===== src/rtl/button_event_counter_if.sv =====
// button_event_counter_if: button inputs and LED/pulse outputs of the press counter.
interface button_event_counter_if;
    logic       BTN_UP;
    logic       BTN_DN;
    logic [7:0] LEDS;
    logic       UP_P;
    logic       DN_P;
    modport master (output BTN_UP, BTN_DN, input LEDS, UP_P, DN_P);
    modport slave (input BTN_UP, BTN_DN, output LEDS, UP_P, DN_P);
endinterface


===== src/rtl/button_event_counter.sv =====
// button_event_counter: debounced up/down push-button press counter shown on 8 LEDs.
// Define BUTTON_COUNTER_SATURATE_EN to saturate at 0/255 instead of wrapping.
module button_event_counter #(
    parameter int N          = 16,
    parameter int DB_SAMPLES = 4
) (
    input logic                   CLK,
    input logic                   RST,
    button_event_counter_if.slave bus
);
    logic [1:0]            btn, s1_q, s2_q, db_q, db_d, dly_q, rise, pulse_q;
    logic [N-1:0]          pre_q;
    logic [DB_SAMPLES-1:0] hist_q [2];
    logic [DB_SAMPLES-1:0] hist_d [2];
    logic [7:0]            cnt_q, cnt_d;
    logic                  tick;
    // index 0 is the up button, index 1 the down button
    assign btn  = {bus.BTN_DN, bus.BTN_UP};
    assign tick = &pre_q;
    assign rise = db_q & ~dly_q;
    always_comb begin
        for (int i = 0; i < 2; i++) begin
            hist_d[i] = tick ? {hist_q[i][DB_SAMPLES-2:0], s2_q[i]} : hist_q[i];
            db_d[i]   = &hist_q[i] ? 1'b1 : ~|hist_q[i] ? 1'b0 : db_q[i];
        end
`ifdef BUTTON_COUNTER_SATURATE_EN
        cnt_d = (rise == 2'b01 && cnt_q != 8'hff) ? cnt_q + 8'd1 :
                (rise == 2'b10 && cnt_q != 8'h00) ? cnt_q - 8'd1 : cnt_q;
`else
        cnt_d = rise == 2'b01 ? cnt_q + 8'd1 : rise == 2'b10 ? cnt_q - 8'd1 : cnt_q;
`endif
    end
    always_ff @(posedge CLK) begin
        if (RST) begin
            s1_q    <= '0;
            s2_q    <= '0;
            pre_q   <= '0;
            hist_q  <= '{default: '0};
            db_q    <= '0;
            dly_q   <= '0;
            pulse_q <= '0;
            cnt_q   <= '0;
        end else begin
            s1_q    <= btn;
            s2_q    <= s1_q;
            pre_q   <= pre_q + N'(1);
            hist_q  <= hist_d;
            db_q    <= db_d;
            dly_q   <= db_q;
            pulse_q <= rise;
            cnt_q   <= cnt_d;
        end
    end
    assign bus.LEDS = cnt_q;
    assign bus.UP_P = pulse_q[0];
    assign bus.DN_P = pulse_q[1];
endmodule


===== src/flat_wrapper.sv =====
// flat-port wrapper written by rule: the top's interface ports become plain ports
module button_event_counter_flat 
#(
    parameter int N          = 16,
    parameter int DB_SAMPLES = 4
)
  (CLK, RST, bus_BTN_UP, bus_BTN_DN, bus_LEDS, bus_UP_P, bus_DN_P);
  button_event_counter_if bus_i ();
  input logic CLK;
  input logic RST;
  input wire logic [$bits(bus_i.BTN_UP)-1:0] bus_BTN_UP;
  input wire logic [$bits(bus_i.BTN_DN)-1:0] bus_BTN_DN;
  output wire logic [$bits(bus_i.LEDS)-1:0] bus_LEDS;
  output wire logic [$bits(bus_i.UP_P)-1:0] bus_UP_P;
  output wire logic [$bits(bus_i.DN_P)-1:0] bus_DN_P;
  assign bus_i.BTN_UP = bus_BTN_UP;
  assign bus_i.BTN_DN = bus_BTN_DN;
  assign bus_LEDS = bus_i.LEDS;
  assign bus_UP_P = bus_i.UP_P;
  assign bus_DN_P = bus_i.DN_P;
  button_event_counter #(.N(N), .DB_SAMPLES(DB_SAMPLES)) u_core (.CLK(CLK), .RST(RST), .bus(bus_i));
endmodule

===== config.mk =====
export PLATFORM = sky130hd
export DESIGN_NAME = button_event_counter_flat
export DESIGN_NICKNAME = d
export VERILOG_FILES = /design/src/rtl/button_event_counter_if.sv /design/src/rtl/button_event_counter.sv /design/src/flat_wrapper.sv
export SDC_FILE = /design/constraint.sdc
export NUM_CORES = 1
export LEC_CHECK = 0
export ABC_AREA = 1
export CAP_MARGIN = 20
export CORE_MARGIN = 2
export CORE_UTILIZATION = 50
export DETAILED_ROUTE_END_ITERATION = 10
export GPL_ROUTABILITY_DRIVEN = 0
export PLACE_DENSITY = 0.82
export SYNTH_ARGS = -nofsm -noshare
export SYNTH_HDL_FRONTEND = slang
export SYNTH_SLANG_ARGS = --single-unit

===== constraint.sdc =====
create_clock -name CLK -period 3.6 [get_ports CLK]
set_input_delay 0.72 -clock CLK [delete_from_list [all_inputs] [get_ports CLK]]
set_output_delay 0.72 -clock CLK [all_outputs]
set_load 0.005 [all_outputs]

======== Word-level counts from Yosys, hierarchy flattened ========
Index checks and enable logic that the tools add are counted.
storage, ports and cells
  word-level logic and storage cells ...... 31
  input bits .............................. 4
  output and inout port bits .............. 10
  register bits ........................... 42
cells by class
  bitwise logic cells ..................... 2
  reduce and logical (&&, ||, !) cells .... 6
  $add $sub $neg .......................... 3
  eq/ne operators ......................... 4
  mux-type cells .......................... 6
operators with widths
  kind                                              number
  adder 16 x 1 -> 16 bit, second input constant     1
  two-way mux 8 bit                                 2
  AND reduction 16 bit                              1
  adder 8 x 1 -> 8 bit, second input constant       1
  AND reduction 4 bit                               2
  OR reduction 4 bit                                2
  subtractor 8 x 1 -> 8 bit, second input constant  1
  two-way mux 1 bit                                 4
  != test 2 x 1 -> 1 bit, second input constant     2
  bitwise AND 2 bit                                 1
  == test 2 x 1 -> 1 bit, second input constant     1
  == test 2 bit, second input constant              1
  inverter 2 bit                                    1
  nonzero test 2 bit                                1

======== Logic depth before layout (Yosys ltp) ========
  depth in word-level cells ............... 5
  gate-level depth with buffers ........... 13
  mapped depth without buffers ............ 13

======== Worst setup path after synthesis ========
OpenSTA, ideal clock, no wires.
  kind .................................... flip-flop to flip-flop
  start point ............................. register u_core.db_q[1]
  end point ............................... register u_core.cnt_q[7], in the netlist u_core.bus.LEDS[7]
  cell stages (with the launch flop) ...... 13
  library setup time ...................... 0.109 ns
  required time ........................... 3.491 ns
  arrival ................................. 1.877 ns
  period minus slack after synthesis ...... 1.986 ns
  path slack .............................. 1.614 ns
  path through ............................ dfxtp_1 > inv_1 > or2_2 > ha_1 > inv_1 > ha_1 > or2_2 > nand3_1 > nand2_1 > nand2_1 > nand3_1 > nand2_1 > inv_1
between the ends
  longest elaborated chain between the ends .. 3
ends and longest elaborated chain
  what                                                            RTL line                    source
  start, declared                                                 button_event_counter.sv:11  logic [1:0] btn, s1_q, s2_q, db_q, db_d, dly_q, rise, pulse_q;
  start signal, assigned                                          button_event_counter.sv:39  db_q <= '0;
  start signal, assigned                                          button_event_counter.sv:48  db_q <= db_d;
  bitwise AND 2 bit (*)                                           button_event_counter.sv:20  assign rise = db_q & ~dly_q;
  == test 2 x 1 -> 1 bit / == test 2 bit (equally long branches)  button_event_counter.sv:30  cnt_d = rise == 2'b01 ? cnt_q + 8'd1 : rise == 2'b10 ? cnt_q - 8'd1 : cnt_q;
  two-way mux 8 bit / nonzero test 2 bit (equally long branches)  n/a
  end signal, assigned                                            button_event_counter.sv:51  cnt_q <= cnt_d;
  end, declared                                                   button_event_counter.sv:15  logic [7:0] cnt_q, cnt_d;
Every way passes the cells marked *; elsewhere a longest branch is shown, timed or not.
A chain may end at the register's enable or synchronous reset.

======== Worst setup path after layout ========
Same ends and word-level chain as after synthesis.

==> run_summary.xml <==
<?xml version="1.0" encoding="UTF-8"?>
<metrics>
  <group name="global_route">
    <metric name="first_global_vias" unit="">1424</metric>
    <metric name="initial_antenna_violation_count" unit="">0</metric>
    <metric name="grt.total_usage" unit="%">17.13</metric>
    <metric name="pin_count_of_the_biggest_net_entering_global_routing" unit="">23</metric>
    <metric name="grt.overflow.total" unit="">0</metric>
    <metric name="global_route_wire_length_before_repair" unit="mm">5.802</metric>
  </group>
  <group name="sta">
    <metric name="fin_ws" unit="ns">1.379</metric>
    <metric name="maxSlewViolCount" unit="">0</metric>
    <metric name="timing.max_slew.rel_slack" unit="%">49.76</metric>
    <metric name="final-hold-violation-count" unit="">0</metric>
    <metric name="setup_tns" unit="ns">0</metric>
    <metric name="period_share" unit="%">61.69</metric>
    <metric name="setup_viol" unit="">0</metric>
    <metric name="grt_setup_unrepaired" unit="">no</metric>
    <metric name="smallest_hold_slack" unit="ns">0.4061</metric>
    <metric name="layout_min_cycle_time" unit="ns">2.221</metric>
    <metric name="tightest_slew" unit="ns">0.7512</metric>
    <metric name="clock_skew" unit="ns">0.004473</metric>
    <metric name="fmaxAchievable" unit="GHz">0.4503</metric>
  </group>
  <group name="placement">
    <metric name="numPortBuffers" unit="">13</metric>
    <metric name="detailedPlace.worstSlack" unit="ns">1.217</metric>
    <metric name="placed_cell_area" unit="µm²">2112</metric>
    <metric name="placed_cells" unit="">319</metric>
    <metric name="hpwlAfterDp" unit="mm">2.439</metric>
  </group>
  <group name="clock_network">
    <metric name="max_buffers_root_to_sink" unit="">2</metric>
    <metric name="ctsRootBufferMaster" unit="">sky130_fd_sc_hd__clkbuf_8</metric>
    <metric name="ctsHtreeMaxLevel" unit="">2</metric>
    <metric name="insertion_delay" unit="ns">0.29</metric>
    <metric name="cts-hold-fix-buffers" unit="">0</metric>
    <metric name="cts_made_buffers" unit="">5</metric>
    <metric name="ctsResizeCount" unit="">0</metric>
    <metric name="cts_tree" unit="">done</metric>
    <metric name="clkSlewWorstSetupHoldPaths" unit="ns">0.08</metric>
    <metric name="cts.sinks" unit="">42</metric>
    <metric name="cts_setup_buffers" unit="">0</metric>
  </group>
  <group name="synthesis">
    <metric name="most_common_flop_cell_mapped_by_yosys" unit="">sky130_fd_sc_hd__dfxtp_1</metric>
    <metric name="synth_top_family_by_area" unit="">simple AND/OR/NAND/NOR gates</metric>
    <metric name="yosys-top-cells-count" unit="">sky130_fd_sc_hd__nand2_1, sky130_fd_sc_hd__dfxtp_1, sky130_fd_sc_hd__inv_1, sky130_fd_sc_hd__nor2_1, sky130_fd_sc_hd__nand3_1</metric>
    <metric name="syn_inst" unit="">261</metric>
    <metric name="synthesis.nets" unit="">274</metric>
    <metric name="synth_xor_xnor_area_share" unit="%">2.722</metric>
    <metric name="synth.lib_cells_used.distinct" unit="">25</metric>
    <metric name="synth.most_common_cell" unit="">sky130_fd_sc_hd__nand2_1</metric>
    <metric name="syn-cell-area" unit="µm²">1931</metric>
    <metric name="synth_fa_ha_area_share" unit="%">6.222</metric>
    <metric name="yosys.area_share.simple" unit="%">30.85</metric>
    <metric name="synthMuxAreaShare" unit="%">0</metric>
    <metric name="ys_ff_latch" unit="">42</metric>
    <metric name="synthArstFlopShare" unit="%">0</metric>
    <metric name="synth.largest_area_cell" unit="">sky130_fd_sc_hd__dfxtp_1</metric>
    <metric name="synth-seq-area-share" unit="%">43.55</metric>
    <metric name="top_cells_by_area_in_the_synthesized_netlist" unit="">sky130_fd_sc_hd__dfxtp_1, sky130_fd_sc_hd__nand2_1, sky130_fd_sc_hd__inv_1, sky130_fd_sc_hd__nor2_1, sky130_fd_sc_hd__nand3_1</metric>
    <metric name="ys.warnings.count" unit="">0</metric>
    <metric name="edff_count_synth" unit="">0</metric>
    <metric name="postSynthAreaPerCell" unit="µm²">7.397</metric>
    <metric name="synth_compound_area_share" unit="%">8.425</metric>
    <metric name="synthDominantCellAreaShare" unit="%">43.55</metric>
  </group>
  <group name="drt">
    <metric name="wirelength" unit="mm">3.376</metric>
    <metric name="drt-vias-per-instance" unit="">4.972</metric>
    <metric name="drt-pass1-iter-count" unit="">4</metric>
    <metric name="vias" unit="">1626</metric>
    <metric name="drc_violation_total_after_the_first_tritonroute_iteration" unit="">83</metric>
    <metric name="ant_nets" unit="">0</metric>
    <metric name="detail_route.drc_violations" unit="">0</metric>
    <metric name="routed_wire_length_per_instance" unit="µm">10.32</metric>
  </group>
  <group name="floorplan">
    <metric name="dieHeight" unit="µm">66.14</metric>
    <metric name="coreArea" unit="µm²">3689</metric>
    <metric name="rows" unit="">22</metric>
    <metric name="initial_cell_density_of_the_core" unit="%">52.34</metric>
    <metric name="floorplan.die_area" unit="µm²">4375</metric>
    <metric name="ioPinCount" unit="">14</metric>
    <metric name="die_w" unit="µm">66.14</metric>
  </group>
  <group name="worst_setup_path">
    <metric name="nature_of_the_critical_path_endpoint" unit="">flip-flop</metric>
    <metric name="worstSetupStartpointType" unit="">flip-flop</metric>
    <metric name="timing.critical_path.required" unit="ns">3.80</metric>
    <metric name="worst_ep_arrival_time" unit="ns">2.42</metric>
    <metric name="crit_type" unit="">flip-flop to flip-flop</metric>
    <metric name="critPathMaxFanout" unit="">7</metric>
  </group>
  <group name="run_status">
    <metric name="status" unit="">finished clean</metric>
  </group>
  <group name="layout">
    <metric name="finalNetCount" unit="">291</metric>
    <metric name="antenna_cells_inserted" unit="">0</metric>
    <metric name="proportion_of_layout_cells_with_a_drive_suffix_above_1" unit="%">6.810</metric>
    <metric name="finish.utilization" unit="%">60.24</metric>
    <metric name="final_standard_cell_count_with_taps_included_and_fillers_excluded" unit="">327</metric>
    <metric name="post-route-cell-area" unit="µm²">2222</metric>
    <metric name="flow.area_growth_from_synthesis" unit="%">15.10</metric>
  </group>
  <group name="power">
    <metric name="fin_total_pwr" unit="mW">0.8572</metric>
    <metric name="ir_drop" unit="mV">0.2604</metric>
    <metric name="powerDensity" unit="nW/µm²">385.8</metric>
    <metric name="total_leakage_power" unit="nW">1.002</metric>
  </group>
  <group name="flow_run">
    <metric name="total_of_max_cap_violations" unit="">0</metric>
  </group>
  <group name="worst_hold_path">
    <metric name="worst_hold_path_type" unit="">flip-flop to flip-flop</metric>
  </group>
</metrics>
-- per-layer routing --
layer / vias to the layer above / part of all wire (%) / track usage, %
li1: 872 / - / -
met1: 723 / 50 / 22.38
met2: 27 / 45 / 27.13
met3: 4 / 3.6 / 3.578
met4: 0 / 0.92 / 7.653
met5: - / 0 / 0
-- registers in the layout, summed over array words and instances (netlist names) --
name             count
u_core.hist_q        8
u_core.s2_q          2
u_core.dly_q         2
u_core.db_q          2
u_core.pre_q        16
u_core.bus.LEDS      8
u_core.pulse_q       2
u_core.s1_q          2
-- worst paths after layout --
check                      start  depth (start not counted)                  to  slack (ns)
setup / recovery  u_core.db_q[1]                         12  u_core.bus.LEDS[7]        1.38
hold / removal    u_core.s1_q[1]                          2      u_core.s2_q[1]        0.41
setup reg to reg  u_core.db_q[1]                         12  u_core.bus.LEDS[7]        1.38
hold reg to reg   u_core.s1_q[1]                          2      u_core.s2_q[1]        0.41
-- cell families after synthesis --
family                   count (synthesis)
AO/OA/AOI/OAI                           31
flip-flops                              42
AND/OR/NAND/NOR                        131
XOR/XNOR                                 6
buffers and inverters                   42
adder cells (fa/ha/maj)                  9
-- cells in the final DEF (no fill, tap or decap) --
cell type and count:
sky130_fd_sc_hd__nand2_1 46, sky130_fd_sc_hd__xor2_1 6, sky130_fd_sc_hd__nor2_1 37, sky130_fd_sc_hd__bufinv_16 1
sky130_fd_sc_hd__o21ai_0 8, sky130_fd_sc_hd__dfxtp_1 42, sky130_fd_sc_hd__nand3_1 22, sky130_fd_sc_hd__o22ai_1 2
sky130_fd_sc_hd__nand2_2 2, sky130_fd_sc_hd__nand2_4 1, sky130_fd_sc_hd__a21oi_1 19, sky130_fd_sc_hd__or2_2 4
sky130_fd_sc_hd__inv_2 1, sky130_fd_sc_hd__nor3_4 1, sky130_fd_sc_hd__buf_4 1, sky130_fd_sc_hd__o211ai_1 1
sky130_fd_sc_hd__clkinvlp_4 1, sky130_fd_sc_hd__nor2_2 2, sky130_fd_sc_hd__nor4_1 2, sky130_fd_sc_hd__ha_1 8
sky130_fd_sc_hd__clkbuf_1 1, sky130_fd_sc_hd__nand4_1 5, sky130_fd_sc_hd__nand3b_1 3, sky130_fd_sc_hd__nor3_1 6
sky130_fd_sc_hd__fa_1 1, sky130_fd_sc_hd__inv_1 37, sky130_fd_sc_hd__clkbuf_8 5, sky130_fd_sc_hd__clkdlybuf4s50_1 13
sky130_fd_sc_hd__o21a_1 1
-- power breakdown --
| group | leakage [nW] | switching [mW] | total [mW] | internal (mW) |
|---|---|---|---|---|
| Clock | 0.0514 | 0.161 | 0.368 | 0.207 |
| Sequential | 0.340 | 0.00225 | 0.471 | 0.469 |
| Combinational | 0.611 | 0.0109 | 0.0180 | 0.00712 |
| Total | 1.00 | 0.174 | 0.857 | 0.683 |
-- area by class of cell --
type	instances	area [µm²]
Tap cell	48	60.06
Timing Repair Buffer	14	137.6
Clock inverter	2	37.54
Fill cell	361	1466
Inverter	38	142.6
Clock buffer	6	72.57
Sequential cell	42	840.8
Multi-Input combinational cell	177	930.9
-- worst max-delay path: stages (launching register included) --
cell and delay, ns:
sky130_fd_sc_hd__dfxtp_1 0.31, sky130_fd_sc_hd__inv_1 0.04, sky130_fd_sc_hd__or2_2 0.27, sky130_fd_sc_hd__ha_1 0.21, sky130_fd_sc_hd__inv_1 0.20, sky130_fd_sc_hd__ha_1 0.31, sky130_fd_sc_hd__or2_2 0.33, sky130_fd_sc_hd__nand3_1 0.13
sky130_fd_sc_hd__nand2_1 0.07, sky130_fd_sc_hd__nand2_1 0.08, sky130_fd_sc_hd__nand3_1 0.07, sky130_fd_sc_hd__nand2_1 0.07, sky130_fd_sc_hd__inv_1 0.04
Note: power is estimated with default switching activity, not from simulation.
